`config.mk`:
```
export PLATFORM = sky130hd
export DESIGN_NAME = beat_window_buffer
export DESIGN_NICKNAME = d
export VERILOG_FILES = /design/src/rtl/beat_window_buffer.sv
export SDC_FILE = /design/constraint.sdc
export NUM_CORES = 1
export LEC_CHECK = 0
export ABC_AREA = 0
export ABC_CLOCK_PERIOD_IN_PS = 2400
export CAP_MARGIN = 30
export CORE_ASPECT_RATIO = 1.4
export CORE_MARGIN = 1.5
export CORE_UTILIZATION = 45
export DETAILED_ROUTE_END_ITERATION = 12
export PLACE_DENSITY = 0.78
export SLEW_MARGIN = 10
export SYNTH_ARGS = -nofsm -noshare
export SYNTH_HDL_FRONTEND = slang
export SYNTH_SLANG_ARGS = --single-unit
```
`constraint.sdc`:
```
create_clock -name clk -period 2.4 [get_ports clk]
set_clock_uncertainty 0.15 [all_clocks]
set_input_delay 0.6 -clock clk [delete_from_list [all_inputs] [get_ports clk]]
set_output_delay 0.6 -clock clk [all_outputs]
set_load 0.02 [all_outputs]
```
`src/rtl/beat_window_buffer.sv`:
```
// Header window for the packet parser: captures the first DEPTH beats of each
// AXI-Stream packet. Optional macro BEAT_WINDOW_ZERO_FILL_EN clears unused slots.
package pp_package;
  localparam int TDATA_WIDTH = 32;
endpackage

module beat_window_buffer #(
  parameter int DATA_W = pp_package::TDATA_WIDTH,
  parameter int DEPTH  = 4,
  parameter int CNT_W  = $clog2(DEPTH + 1)
) (
  input  logic                    clk,
  input  logic                    rst,
  input  logic [DATA_W-1:0]       s_tdata,
  input  logic                    s_tvalid,
  input  logic                    s_tlast,
  output logic                    s_tready,
  output logic [DATA_W*DEPTH-1:0] hdr_data,
  output logic [CNT_W-1:0]        hdr_beats,
  output logic                    hdr_short,
  output logic                    hdr_valid,
  input  logic                    hdr_ready
);

  typedef enum logic [1:0] {FILL, HOLD, SKIP} state_t;

  localparam logic [CNT_W-1:0] DEPTH_C = CNT_W'(DEPTH);

  state_t             state;
  logic [CNT_W-1:0]   cnt;
  logic [CNT_W-1:0]   cnt_inc;
  logic               pkt_done;
  logic               accept;
  logic [DATA_W-1:0]  slot [DEPTH];

  // The window is closed to new beats only while it is being offered downstream.
  assign s_tready = !rst && (state != HOLD);
  assign accept   = s_tvalid && s_tready;
  assign cnt_inc  = cnt + 1'b1;

  for (genvar g = 0; g < DEPTH; g++) begin : g_pack
    assign hdr_data[g*DATA_W +: DATA_W] = slot[g];
  end

  // NOTE: every register here uses <= so all next-state terms see pre-edge values.
  always_ff @(posedge clk) begin
    if (rst) begin
      state     <= FILL;
      cnt       <= '0;
      pkt_done  <= 1'b0;
      hdr_valid <= 1'b0;
      hdr_short <= 1'b0;
      hdr_beats <= '0;
      // NOTE: the slot array is reset on purpose: hdr_data has a defined reset value.
      for (int k = 0; k < DEPTH; k++) slot[k] <= '0;
    end else begin
      case (state)
        FILL: begin
          if (accept) begin
            for (int k = 0; k < DEPTH; k++) begin
              if (CNT_W'(k) == cnt) slot[k] <= s_tdata;
`ifdef BEAT_WINDOW_ZERO_FILL_EN
              else if (s_tlast && CNT_W'(k) > cnt) slot[k] <= '0;
`endif
            end
            cnt <= cnt_inc;
            if (s_tlast || cnt_inc == DEPTH_C) begin
              state     <= HOLD;
              hdr_valid <= 1'b1;
              pkt_done  <= s_tlast;
              hdr_beats <= cnt_inc;
              hdr_short <= s_tlast && (cnt_inc < DEPTH_C);
            end
          end
        end
        HOLD: begin
          if (hdr_ready) begin
            hdr_valid <= 1'b0;
            cnt       <= '0;
            // A packet that already ended needs no tail discard.
            state     <= pkt_done ? FILL : SKIP;
          end
        end
        SKIP: begin
          if (accept && s_tlast) state <= FILL;
        end
        default: state <= FILL;
      endcase
    end
  end

endmodule

```
# Yosys cells after proc, flatten, opt, wreduce, memory -nomap -nowiden
# Memories as Yosys holds them, arrays and structs flattened.
# Index checks and enable logic that the tools add are counted.
# W data, S select, Z words.
# word_totals
ram_bits,128
output_inout_bits,134
input_bits,37
regBits,11
n_memories,1
# mem_list
memory,depth,word_bits,rd,rd_clocked_by_memory_dff,wr,line,source
slot,4,32,4,0,4,34,logic [DATA_W-1:0] slot [DEPTH];
# op_classes
n_addsub,1
bitwise,4
muxes,39
reduce_logical,13
magnitude_cmp,1
eq_ne,11
# op_table
cell,n
$mux W32,4
$mux W1,25
$mux W2,5
$ne A2 B2 Y1 const B,4
$reduce_and A4 Y1,2
$eq A2 B3 Y1 const A,2
$mux W3,2
$pmux W2 S3,1
$pmux W3 S2,1
$reduce_and A3 Y1,2
$logic_and A1 B1 Y1,4
$or A1 B1 Y1,4
$add A3 B1 Y3 const B,1
$eq A1 B3 Y1 const A,1
$eq A3 B3 Y1 const B,1
$logic_not A3 Y1,1
$lt A3 B3 Y1 const B,1
$eq A2 B1 Y1 const B,1
$eq A2 B2 Y1 const B,1
$logic_not A2 Y1,1
$ne A2 B1 Y1 const B,1
$pmux W1 S2,1
$reduce_bool A2 Y1,1
$logic_not A1 Y1,1
$logic_or A1 B1 Y1,1

# Longest topological paths before layout
# Gate-level depths: netlist of run 1.
# logic_depth
word_depth,8
depth_mapped,5

# Least setup slack after synthesis of run 1
# OpenSTA, ideal clock, no wires.
# synth_timing
path_type,input to register
start,input rst
end,memory slot[0][0] in the netlist's numbering (enable)
stages,3
setup_ps,375
t_arrival_ps,1506
required_ps,1875
slack_ps,369
path_cell_list,nor3b_2 and3_1 or2_2
# synth_rtl
element,line,source
start: declaration,13,"input logic rst,"
end: declaration,34,

# Final worst setup path of run 1
# layout_timing
start,input rst
end,output s_tready
# layout_between
elab_chain_len,2
# layout_lines
element,line,source
$logic_not A1 Y1,37,assign s_tready = !rst && (state != HOLD);
$logic_and A1 B1 Y1,37,
end: declaration,17,"output logic s_tready,"
# Every way passes these cells.

==> results, run 1 <==
- The flow ran to the end, and the final reports show no timing, DRC or antenna violations.
- The total of buffers placed on input and output ports is 170.
- The via-per-instance ratio is 4.82.
- The worst reg2reg path startpoint is cnt[0].
- The largest single stage delay on the critical path is 0.44 ns.
- The number of different library cells used by synthesis comes to 27.
- The number of DRC markers in iteration 0 is 181.
- The die is 94.7 µm wide.
- The cell count after synthesis is 330.
- In the post-synthesis netlist, the biggest area contributors are sky130_fd_sc_hd__edfxtp_1, sky130_fd_sc_hd__and2_1, sky130_fd_sc_hd__dfxtp_1.
- For this run, the leading register cell type out of synthesis is sky130_fd_sc_hd__edfxtp_1.
- The TritonCTS clock tree is yes.
- Dividing the final minimum period by the clock period gives 95.9%.
- The final non-filler cell total is 678.
- Dividing the synthesized area by the synthesized cell count gives 16.1 µm².
- The total area of multi-input combinational cells is 0.00114 mm².
- The routed design has 12,300 µm of wire.
- The kind of end point of the critical path is a primary output.
- The category of cells accounting for the largest share of critical-path delay is buffers and inverters.
- The post-detailed-route wirelength per cell is 18.1 µm.
- The slew at the pin closest to its max-slew limit is 0.384 ns.
- The initial utilization of the core area, before any placement, comes to 46.5%.
- CTS placed an instance of sky130_fd_sc_hd__clkbuf_16 at the clock tree root.
- The routability congestion estimate is 0.810.
- In the routed design, unresolved DRC markers number 0.
- The die outline height is 131 µm.
- Fill cells in the final layout number 814.
- Registers take 0.00406 mm².
- Across every metal layer, demand over resource in global routing totals 20.7%.
- The total leakage power is 3.00 nW.
- The hold buffer count at CTS is 0.
- CTS built an H-tree with a depth of 4.
- The synthesized netlist occupies a cell area of 0.00530 mm².
- The via count of the first global-routing pass is 3,425.
- Of the cells placed in the final design, the portion with a size suffix greater than 1 is 9.55%.
- The share of the Yosys chip area taken by registers is 76.7%.
- The number of antenna violations at the first check in global routing is 0.
- The aggregate global routing overflow is 0.
- The synthesized flop and latch total is 139.
- Subtracting the final worst setup slack from the clock period gives 2.30 ns.
- Row generation in the floorplan step produced 46 rows.
- The critical-path maximum fanout is 2.
- The relative max-transition margin is 74.4%.
- The number of nets produced by synthesis is 373.
- The number of top-level pins is 171.
- In this run the worst hold path is classified as reg2reg.
- Entering global routing, the biggest net connects 33 pins.
- The number of antenna diodes in the final layout is 0.
- Clock-pin slew was measured on the worst setup and hold paths at 0.05 ns.
- Clock tree synthesis found a total of 139 sinks.
- The maximum buffer depth of the clock tree is 2.
- Data on the critical path is required at its endpoint by 1.65 ns.
- The final standard cell area without fillers is 0.00786 mm².
- The number of buffers and inverters on the critical path is 2.
- The cell count after placement is 648.
- The hold violation total from the final report is 0.
- The number of max-slew violations in the final report came to 0.
- The detailed router placed 3,266 vias in this run.
- The net total in the final layout is 566.
- The power consumption is 0.00592 W.
- The top cell type by area accounts for 72.6% of the synthesized area.
- The power density of the placed cells is 754 mW/mm².
- The growth of design area from synthesis to finish is 48.3%.
- After routing, the total negative slack on setup checks comes to 0 ns.
- The startpoint kind of the worst setup timing path is an input pin.
- Of all flip-flops after synthesis, the portion carrying an async set or reset was 0%.
- The die covers 0.0124 mm².
- The first global-routing pass estimated 18,700 µm of wire.
- TritonCTS created 17 clock buffers.
- The worst-case IR drop observed on VDD is 0.510 mV.
- The startpoint identified for the worst hold timing path is hdr_beats[0].
- The maximum clock frequency is 0.434 GHz.
- Summing all placed instances gives a cell area of 0.00734 mm².
- After legalization and detailed placement, the total HPWL measured 8460 µm.
- Setup repair after global routing left no endpoint under its margin.
- The synthesized design spends more area on one cell type than any other, namely sky130_fd_sc_hd__edfxtp_1.
- The critical path arrival is 1.55 ns.
- The region available for standard cell placement spans 0.0114 mm².
- Setup violations remaining at the end of the flow were counted as 0.
- The pre-antenna-repair detailed-routing pass consisted of 4 iterations.
- Walking the worst path, the cells encountered are clkdlybuf4s50_1, a21oi_1, dlygate4sd2_1.
- The cell with the biggest individual delay on the critical path is sky130_fd_sc_hd__clkdlybuf4s50_1.
- The classification of the worst setup path is in2out.
- The start point of the critical path is rst.
- The remaining antenna violation count after routing is 0.
- The number of warnings issued by yosys is 0.
- Yosys mapped a number of flops with a built-in enable equal to 128.
- The clock latency on the worst-skew pair is 0.40 ns.
- The max capacitance violation total is 0.
-- state kept, by name, indices dropped and copies added (netlist names) --
name and flops:
pkt_done 1, state 2, hdr_valid 1, cnt 3, slot 128, hdr_beats 3, hdr_short 1
-- layer usage --
layer,track usage [%],up-vias,share of wire [%]
met2,37.1,126,55
li1,-,1547,-
met1,22.2,1571,37
met3,5.38,22,5.5
met4,9.37,0,2.7
met5,0,-,0
-- timing repair --
action | 4_1_cts | 5_1_grt
resized for setup | 1 | 0
endpoints found under the setup margin | 1 | 0
setup buffers | 0 | 0
-- cells in the mapped netlist (2+ instances only) --
master,n
sky130_fd_sc_hd__and2_1,128
sky130_fd_sc_hd__edfxtp_1,128
sky130_fd_sc_hd__clkbuf_2,12
sky130_fd_sc_hd__dfxtp_1,11
sky130_fd_sc_hd__inv_1,7
sky130_fd_sc_hd__ha_1,6
sky130_fd_sc_hd__and3_1,5
sky130_fd_sc_hd__nand2_1,5
sky130_fd_sc_hd__or2_2,4
sky130_fd_sc_hd__a21oi_1,3
sky130_fd_sc_hd__a211oi_1,2
sky130_fd_sc_hd__nor2_1,2
sky130_fd_sc_hd__nor2b_1,2
sky130_fd_sc_hd__o31ai_1,2
-- worst register-to-register path, delay by kind of cell, from the launching register on --
family | cells | cell delay (ns)
and+or+nand+nor | 1 | 0.07
muxes | 1 | 0.33
AOI/OAI and AO/OA | 1 | 0.32
DFF | 1 | 0.36
adders and majority gates | 2 | 0.54
-- cell families (layout without fill, tap and decap cells) --
family / count (synthesis) / count (layout) / synth area share (%)
AND/OR/NAND/NOR: 151 / 151 / 18.0
flip-flops: 139 / 139 / 76.7
buffers and inverters: 20 / 224 / 1.70
AO/OA/AOI/OAI: 12 / 12 / 1.68
adder cells (fa/ha/maj): 6 / 6 / 1.42
multiplexers: 2 / 2 / 0.472
-- through the flow --
step	hold slack, ns	utilization [%]	setup slack (ns)
floorplan	0.320	-	0.369
global placement	0.299	64.4	-0.194
detailed placement	0.317	64.4	-0.182
CTS	0.329	69.0	0.0875
global route	0.344	69.0	0.0592
finish	0.323	69.0	0.0982
-- power by group --
group	switching (W)	total [W]	internal, W	leakage (nW)
Sequential	0.0000525	0.00286	0.00281	1.42
Combinational	0.000408	0.000781	0.000373	1.33
Clock	0.000886	0.00228	0.00139	0.254
-- worst paths after layout --
check                       to  slack (ns)  cells after the start
setup reg to reg  hdr_beats[1]        0.51                      5
hold reg to reg   hdr_beats[0]        0.32                      2
setup / recovery      s_tready         0.1                      3
hold / removal    hdr_beats[0]        0.32                      2
-- layout make-up --
class | count | area share (%)
clock buffers | 20 | 5.56
inverters | 7 | 0.334
clock inverters | 10 | 1.00
repair buffers | 187 | 24.5
multi-input cells | 171 | 14.6
well taps | 144 | 2.29
flip-flops and latches | 139 | 51.7
-- placed cells by master, fill, tap and decap left out, drive strengths merged, types with 2 or more instances in the layout --
cell and instances:
clkdlybuf4s50 169, and2 128, edfxtp 128, clkbuf 20, buf 17, dfxtp 11, clkinv 8, inv 7
ha 6, and3 5, nand2 5, or2 4, a21oi 3, nor2 2, nor2b 2, o31ai 2
a211oi 2
No activity file was read; power rests on OpenSTA's default activity.
==> run 2: changes to the inputs <==
--- a/config.mk
+++ b/config.mk
@@ -11,7 +11,9 @@
 export CORE_ASPECT_RATIO = 1.4
 export CORE_MARGIN = 1.5
 export CORE_UTILIZATION = 45
+export CTS_CLUSTER_DIAMETER = 120
 export DETAILED_ROUTE_END_ITERATION = 12
+export GPL_TIMING_DRIVEN = 0
 export PLACE_DENSITY = 0.78
 export SLEW_MARGIN = 10
 export SYNTH_ARGS = -nofsm -noshare
==> run 2 against run 1 <==
  * Combinational power fell by 4.0%
  * Die area did not move
  * Sequential cell count did not move
  * Maximum frequency rose by 0.30%
  * Global-route usage rose by 0.50 points
  * Final area barely moved
  * Hold slack got worse by 0.0090 ns
==> results, run 2 (synthesis results as in run 1) <==
- The largest net degree at the start of global routing is 33.
- The classification of the worst setup path is in2reg.
- For this run, the number of standard cells in the final layout without fillers is 677.
- The clock slew at the register clock pins of the worst setup and hold paths is 0.06 ns.
- The H-tree was split into 4 levels.
- The clock passes through at most 2 buffers.
- The growth of design area from synthesis to finish is 48.3%.
- Setup repair after global routing left no endpoint under its margin.
- The routed design has 12,500 µm of wire.
- Counting every sink on the clock net gives 139.
- The number of max-slew violations in the final report is 0.
- The min-delay analysis places its worst path in the category reg2reg.
- The area of the die is 0.0124 mm².
- The number of iterations in the first detailed-routing pass is 5.
- After detailed routing, the number of remaining DRC violations is 0.
- TritonCTS built the clock tree.
- The global-route met3 utilization is 5.67%.
- The relative max-transition margin is 64.2%.
- The final-report setup violation count is 0.
- The top cell types in the final layout, fill and taps aside, are sky130_fd_sc_hd__clkdlybuf4s50_1, sky130_fd_sc_hd__and2_1, sky130_fd_sc_hd__edfxtp_1, sky130_fd_sc_hd__clkbuf_16, sky130_fd_sc_hd__clkbuf_2.
- The count of buffers added on input and output ports is 170.
- Across the run, the number of max-cap violations was 0.
- The flow ran to the end, and the final reports show no timing, DRC or antenna violations.
- In this run, CTS created clock tree buffers numbering 17.
- The first global-routing pass estimated 19,100 µm of wire.
- Summing over every cut layer, the via total after detailed routing is 3,263.
- The floorplan has 46 rows.
- The post-detailed-route wirelength per cell is 18.5 µm.
- The detailed placer's ending HPWL is 8250 µm.
- The core area is 0.0114 mm².
- The setup check on the worst reg-to-reg path leaves a slack of 0.36 ns.
- In this run the remaining antenna-violating nets after routing total 0.
- The library cell used most frequently in the layout, excluding fill and tap cells, is sky130_fd_sc_hd__clkdlybuf4s50_1.
- 0 antenna diodes ended up in the layout.
- Across every metal layer, demand over resource in global routing totals 21.2%.
- Counting flops per register, the top entry is slot.
- The critical path arrival is 2.19 ns.
- The number of antenna violations at the first check in global routing is 0.
- STA puts the critical path data required time at 2.29 ns.
- The hold violation total from the final report came to 0.
- The initial core utilization is 46.5%.
- After global routing the overflow that remains totals 0.
- The worst ir drop on vdd is 0.563 mV.
- The flip-flop count of the largest register after layout is 128.
- The total leakage power is 3.01 nW.
- The via count of the first global-routing pass came to 3,429.
- The largest registers in the layout are slot: 128 flops, cnt: 3 flops, hdr_beats: 3 flops.
- The setup TNS is 0 ns.
- The number of DRC markers in iteration 0 is 127.
- The die is 94.7 µm wide.
- The slew at the pin closest to its max-slew limit is 0.538 ns.
- The cell sitting at the root of the clock tree is a sky130_fd_sc_hd__clkbuf_16.
- The startpoint kind of the worst setup timing path is an input pin.
- Dividing total power by cell area gives a power density of 818 mW/mm².
- For this design the top-level I/O count stands at 171.
- The number of buffers inserted by post-CTS setup repair is 0.
- The post-route netlist has 11.1% of its cells at a drive strength greater than 1.
- In the global route stage, met2 resource usage came out at 37.2%.
- After global routing, the most crowded layer is met2.
- The clock latency on the worst-skew pair is 0.41 ns.
- Derived from the worst setup path, the maximum achievable clock frequency is 0.436 GHz.
- The routability congestion estimate is 0.791.
- Dividing the detail-routed via count by the number of cells gives 4.82.
- The die outline height is 131 µm.
- Global routing consumed, on the met1 layer, 23.5% of the routing resources.
- The hold buffer count at CTS is 0.
- The net count of the finished layout is 563.
- The cell count after placement is 644.
- The kind of end point of the critical path is a register.
- The clock period minus final worst setup slack is 2.29 ns.
- The final clock period utilization by the worst path is 95.6%.
- The critical-path maximum fanout is 32.
-- run 2: what timing repair did --
action / CTS / global route
endpoints found under the setup margin: 129 / 129
cloned: 0 / 1
pin swaps: 0 / 0
resized for setup: 10 / 6
-- run 2: worst max-delay path, stage by stage --
cell and delay (ns):
sky130_fd_sc_hd__clkdlybuf4s50_1 0.53, sky130_fd_sc_hd__nor3b_4 0.25, sky130_fd_sc_hd__and3_2 0.31, sky130_fd_sc_hd__or2_4 0.49
-- run 2: layout make-up --
| type | count | area (µm²) |
|---|---|---|
| well taps | 144 | 180 |
| plain buffers | 13 | 67.6 |
| repair buffers | 170 | 1700 |
| inverters | 7 | 26.3 |
| clock buffers | 17 | 425 |
| flip-flops and latches | 139 | 4060 |
| multi-input cells | 172 | 1170 |
| clock inverters | 15 | 221 |
| fillers | 790 | 3540 |
-- run 2: where the power goes --
part	switching [W]	total (W)	internal [W]	leakage [nW]
registers	0.0000496	0.00286	0.00281	1.42
clock network	0.000977	0.00282	0.00184	0.317
logic	0.000408	0.000750	0.000342	1.27
-- run 2: through the flow --
stage / total power [W] / setup WS, ns / hold WS, ns / instance area (µm²) / utilization (%)
6_report: 0.00643 / 0.105 / 0.314 / 7850 / 68.9
3_5_place_dp: 0.00366 / -0.773 / 0.307 / 7180 / 63.0
3_3_place_gp: 0.00364 / -0.736 / 0.296 / 7180 / 63.0
4_1_cts: 0.00647 / 0.00738 / 0.320 / 7840 / 68.8
2_1_floorplan: 0.00323 / 0.369 / 0.320 / 5300 / -
5_1_grt: 0.00661 / 0.0114 / 0.348 / 7850 / 68.9
-- run 2: per-layer routing --
metal / wire [µm] / part of all wire, %
met4: 302 / 2.4
met1: 4710 / 38
met2: 6790 / 54
met3: 732 / 5.8
met5: 0 / 0
-- run 2: worst paths after layout --
| path | to | startpoint | cells after the start |
|---|---|---|---|
| hold / removal | hdr_beats[2] | hdr_beats[2] | 2 |
| setup / recovery | slot[2][29] | s_tvalid | 4 |
| setup reg to reg | slot[3][5] | cnt[0] | 4 |
| hold reg to reg | hdr_beats[2] | hdr_beats[2] | 2 |
==> run 3: changes to the inputs <==
--- a/config.mk
+++ b/config.mk
@@ -19,3 +19,4 @@
 export SYNTH_ARGS = -nofsm -noshare
 export SYNTH_HDL_FRONTEND = slang
 export SYNTH_SLANG_ARGS = --single-unit
+export TNS_END_PERCENT = 30
==> run 3 against run 2 <==
  * Clock power about the same
  * Maximum frequency about the same
  * First-iteration DRC count up 6.3%
  * Sequential share of layout area unchanged
  * Sequential cell count unchanged
  * Routed wire length up 0.11%
  * Critical endpoint unchanged
  * Largest power group unchanged
==> results, run 3 (synthesis results as in run 1) <==
- The number of antenna violations at the first check in global routing was 0.
- STA classifies the critical path startpoint as an input pin.
- The largest net degree at the start of global routing is 33.
- Global routing used 21.2% of the available tracks across all layers.
- The via count of the first global-routing pass is 3,429.
- The routability congestion estimate is 0.791.
- The number of iterations in the first detailed-routing pass is 4.
- In this run the worst hold path is classified as reg2reg.
- The number of buffers inserted by post-CTS setup repair is 0.
- The via total after detailed routing is 3,248.
- The core area is 0.0114 mm².
- Cells with a size suffix above 1 make up 11.1% of the layout.
- The final non-filler cell total is 677.
- The hold-critical path endpoint is hdr_beats[2].
- The capture point of the worst reg-to-reg path is slot[3][8].
- The worst path in the final design needs a cycle of 2.29 ns, including I/O delays and setup.
- The sequential cells in the finished layout cover a total of 0.00406 mm².
- The hold violation total from the final report is 0.
- The first-pass GRT wire length is 19,100 µm.
- Net switching is 22.4% of the power.
- The post-detailed-route wirelength per cell is 18.5 µm.
- The flip-flop count of the largest register after layout is 128.
- The slew at the pin closest to its max-slew limit is 0.537 ns.
- In this run the deepest clock path goes through 2 buffers.
- The clock network fraction of design power is 43.9%.
- The maximum clock frequency is 0.436 GHz.
- The category of cells accounting for the largest share of critical-path delay is simple AND/OR/NAND/NOR gates.
- The placed cell area is 0.00718 mm².
- The total of buffers placed on input and output ports is 170.
- The net total in the final layout is 563.
- Measured on the finished design, the core utilization comes to 68.9%.
- Summed over all layers, the global routing overflow is 0.
- Combinational logic burns 11.6% of the power.
- Along the worst path, the maximum fanout reaches 32.
- The flow ran to the end, and the final reports show no timing, DRC or antenna violations.
- The tool flagged a number of max-cap violations equal to 0.
- 0 antenna diodes ended up in the layout.
- Summed over all layers, the routed wires come to 12,600 µm.
- The required time reported for the critical path endpoint is 2.30 ns.
- The largest registers in the layout are slot: 128 flops, cnt: 3 flops, hdr_beats: 3 flops.
- The classification of the worst setup path is in2reg.
- The share of power burned in registers is 44.4%.
- The number of max-slew violations in the final report is 0.
- The wire-length estimate of the detail-placed layout is 8250 µm.
- In this run the horizontal extent of the chip is 94.7 µm.
- The final standard cell area without fillers is 0.00785 mm².
- The via-per-instance ratio is 4.80.
- The startpoint of the tightest hold check path is hdr_beats[2].
- The growth of design area from synthesis to finish is 48.3%.
- The multi-input combinational cells in the finished layout cover a total of 0.00117 mm².
- On the worst path, the slowest cell contributes a delay of 0.53 ns.
- The number of inserted filler cells in the final layout is 790.
- The number of buffers and inverters on the critical path is 1.
- The startpoint identified for the worst register-to-register timing path is cnt[0].
- The detail route stage leaves a number of antenna-violating nets equal to 0.
- The number of DRC markers in iteration 0 is 135.
- The die is 131 µm tall.
- The setup slack of the worst register-to-register path is 0.36 ns.
- Setup repair after global routing left no endpoint under its margin.
- The final-report setup violation count is 0.
- Traced cell by cell, the critical path runs through clkdlybuf4s50_1, nor3b_4, and3_2, or2_4.
- The register with the most flip-flops is slot.
- For this configuration, the core starts out at a cell density of 46.5%.
- The relative max-transition margin is 64.2%.
- In the layout the commonest cells are sky130_fd_sc_hd__clkdlybuf4s50_1, sky130_fd_sc_hd__and2_1, sky130_fd_sc_hd__edfxtp_1, sky130_fd_sc_hd__clkbuf_16, sky130_fd_sc_hd__clkbuf_2.
- The clock latency on the worst-skew pair is 0.41 ns.
- For the worst flop-to-flop path, the logic depth is 4.
- Clock tree synthesis inserted a total of 17 buffers.
- The row count is 46.
- VDD sags by at most 0.563 mV.
- The tree built by TritonCTS fans out to 139 sinks.
- The critical path arrival is 2.19 ns.
- The die covers 0.0124 mm².
- The clock slew at the register clock pins of the worst setup and hold paths is 0.06 ns.
- CTS built an H-tree with a depth of 4.
- For this design the total switching power over the nets is 0.00144 W.
- The TritonCTS clock tree is yes.
- The internal power contribution is 0.00499 W.
- The cell count after placement is 644.
- The total leakage power is 3.01 nW.
- The cell with the biggest individual delay on the critical path is sky130_fd_sc_hd__clkdlybuf4s50_1.
- After detailed routing, the number of remaining DRC violations is 0.
- The final clock period utilization by the worst path is 95.6%.
- Dividing total power by cell area gives a power density of 819 mW/mm².
- CTS placed an instance of sky130_fd_sc_hd__clkbuf_16 at the clock tree root.
- The kind of end point of the critical path is a register.
- The hold-critical path depth is 2.
- The number of top-level pins is 171.
- The most common library cell in the layout ignoring fill and taps is sky130_fd_sc_hd__clkdlybuf4s50_1.
[run 3: cell counts in the layout (fill, tap and decap cells not counted)]
Identical to the previous run, type by type.
[run 3: worst max-delay path by stage]
stage                  start     endpoint  slack [ns]  cells past startpoint
floorplan                rst   slot[0][0]        0.37                      3
global placement         rst  slot[2][27]       -0.74                      4
detailed placement       rst  slot[1][24]       -0.77                      4
CTS                      rst     s_tready       0.007                      4
global route        s_tvalid  slot[2][29]        0.01                      4
finish              s_tvalid  slot[2][29]        0.11                      4
[run 3: metal layers]
layer  vias up  global-route usage, %  wire length [µm]
met5         -                      0                 0
met4         0                   9.45               265
met3        18                   5.67               689
met2       128                   37.2              6790
met1      1555                   23.5              4810
li1       1547                      -                 -
[run 3: what timing repair did]
action                                  CTS  global route
pin swaps                                 0             0
gates cloned                              0             1
endpoints found under the setup margin  129           129
endpoints found under the hold margin     0             0
gates resized for setup                  10             6
hold buffers                              0             0
[run 3: worst register-to-register path: cells and delay by family (launching register included)]
family | cells | cell delay [ns]
simple gates | 2 | 0.74
flops | 1 | 0.41
fa+ha+maj | 2 | 0.35
[run 3: power by group through the flow]
stage,logic (W),registers [W],clock network [W]
6_report,0.000749,0.00286,0.00282
5_1_grt,0.000796,0.00287,0.00295
4_1_cts,0.000755,0.00286,0.00285
3_5_place_dp,0.000749,0.00291,0
3_3_place_gp,0.000735,0.00291,0
2_1_floorplan,0.000137,0.00309,0
[run 3: cell type report]
cell class / instances / area share [%]
plain buffers: 13 / 0.860
clock buffers: 17 / 5.42
clock inverters: 15 / 2.82
inverters: 7 / 0.335
multi-input cells: 172 / 14.9
flip-flops and latches: 139 / 51.7
well taps: 144 / 2.29
repair buffers: 170 / 21.6
[run 3: per-stage QoR]
| stage | setup WS, ns | total power [W] | hold WS (ns) | setup TNS (ns) |
|---|---|---|---|---|
| floorplan | 0.369 | 0.00323 | 0.320 | 0 |
| detailed placement | -0.773 | 0.00366 | 0.307 | -113.86 |
| CTS | 0.00738 | 0.00647 | 0.320 | 0 |
| finish | 0.106 | 0.00643 | 0.314 | 0 |
| global route | 0.0114 | 0.00661 | 0.348 | 0 |
| global placement | -0.736 | 0.00364 | 0.296 | -103.49 |
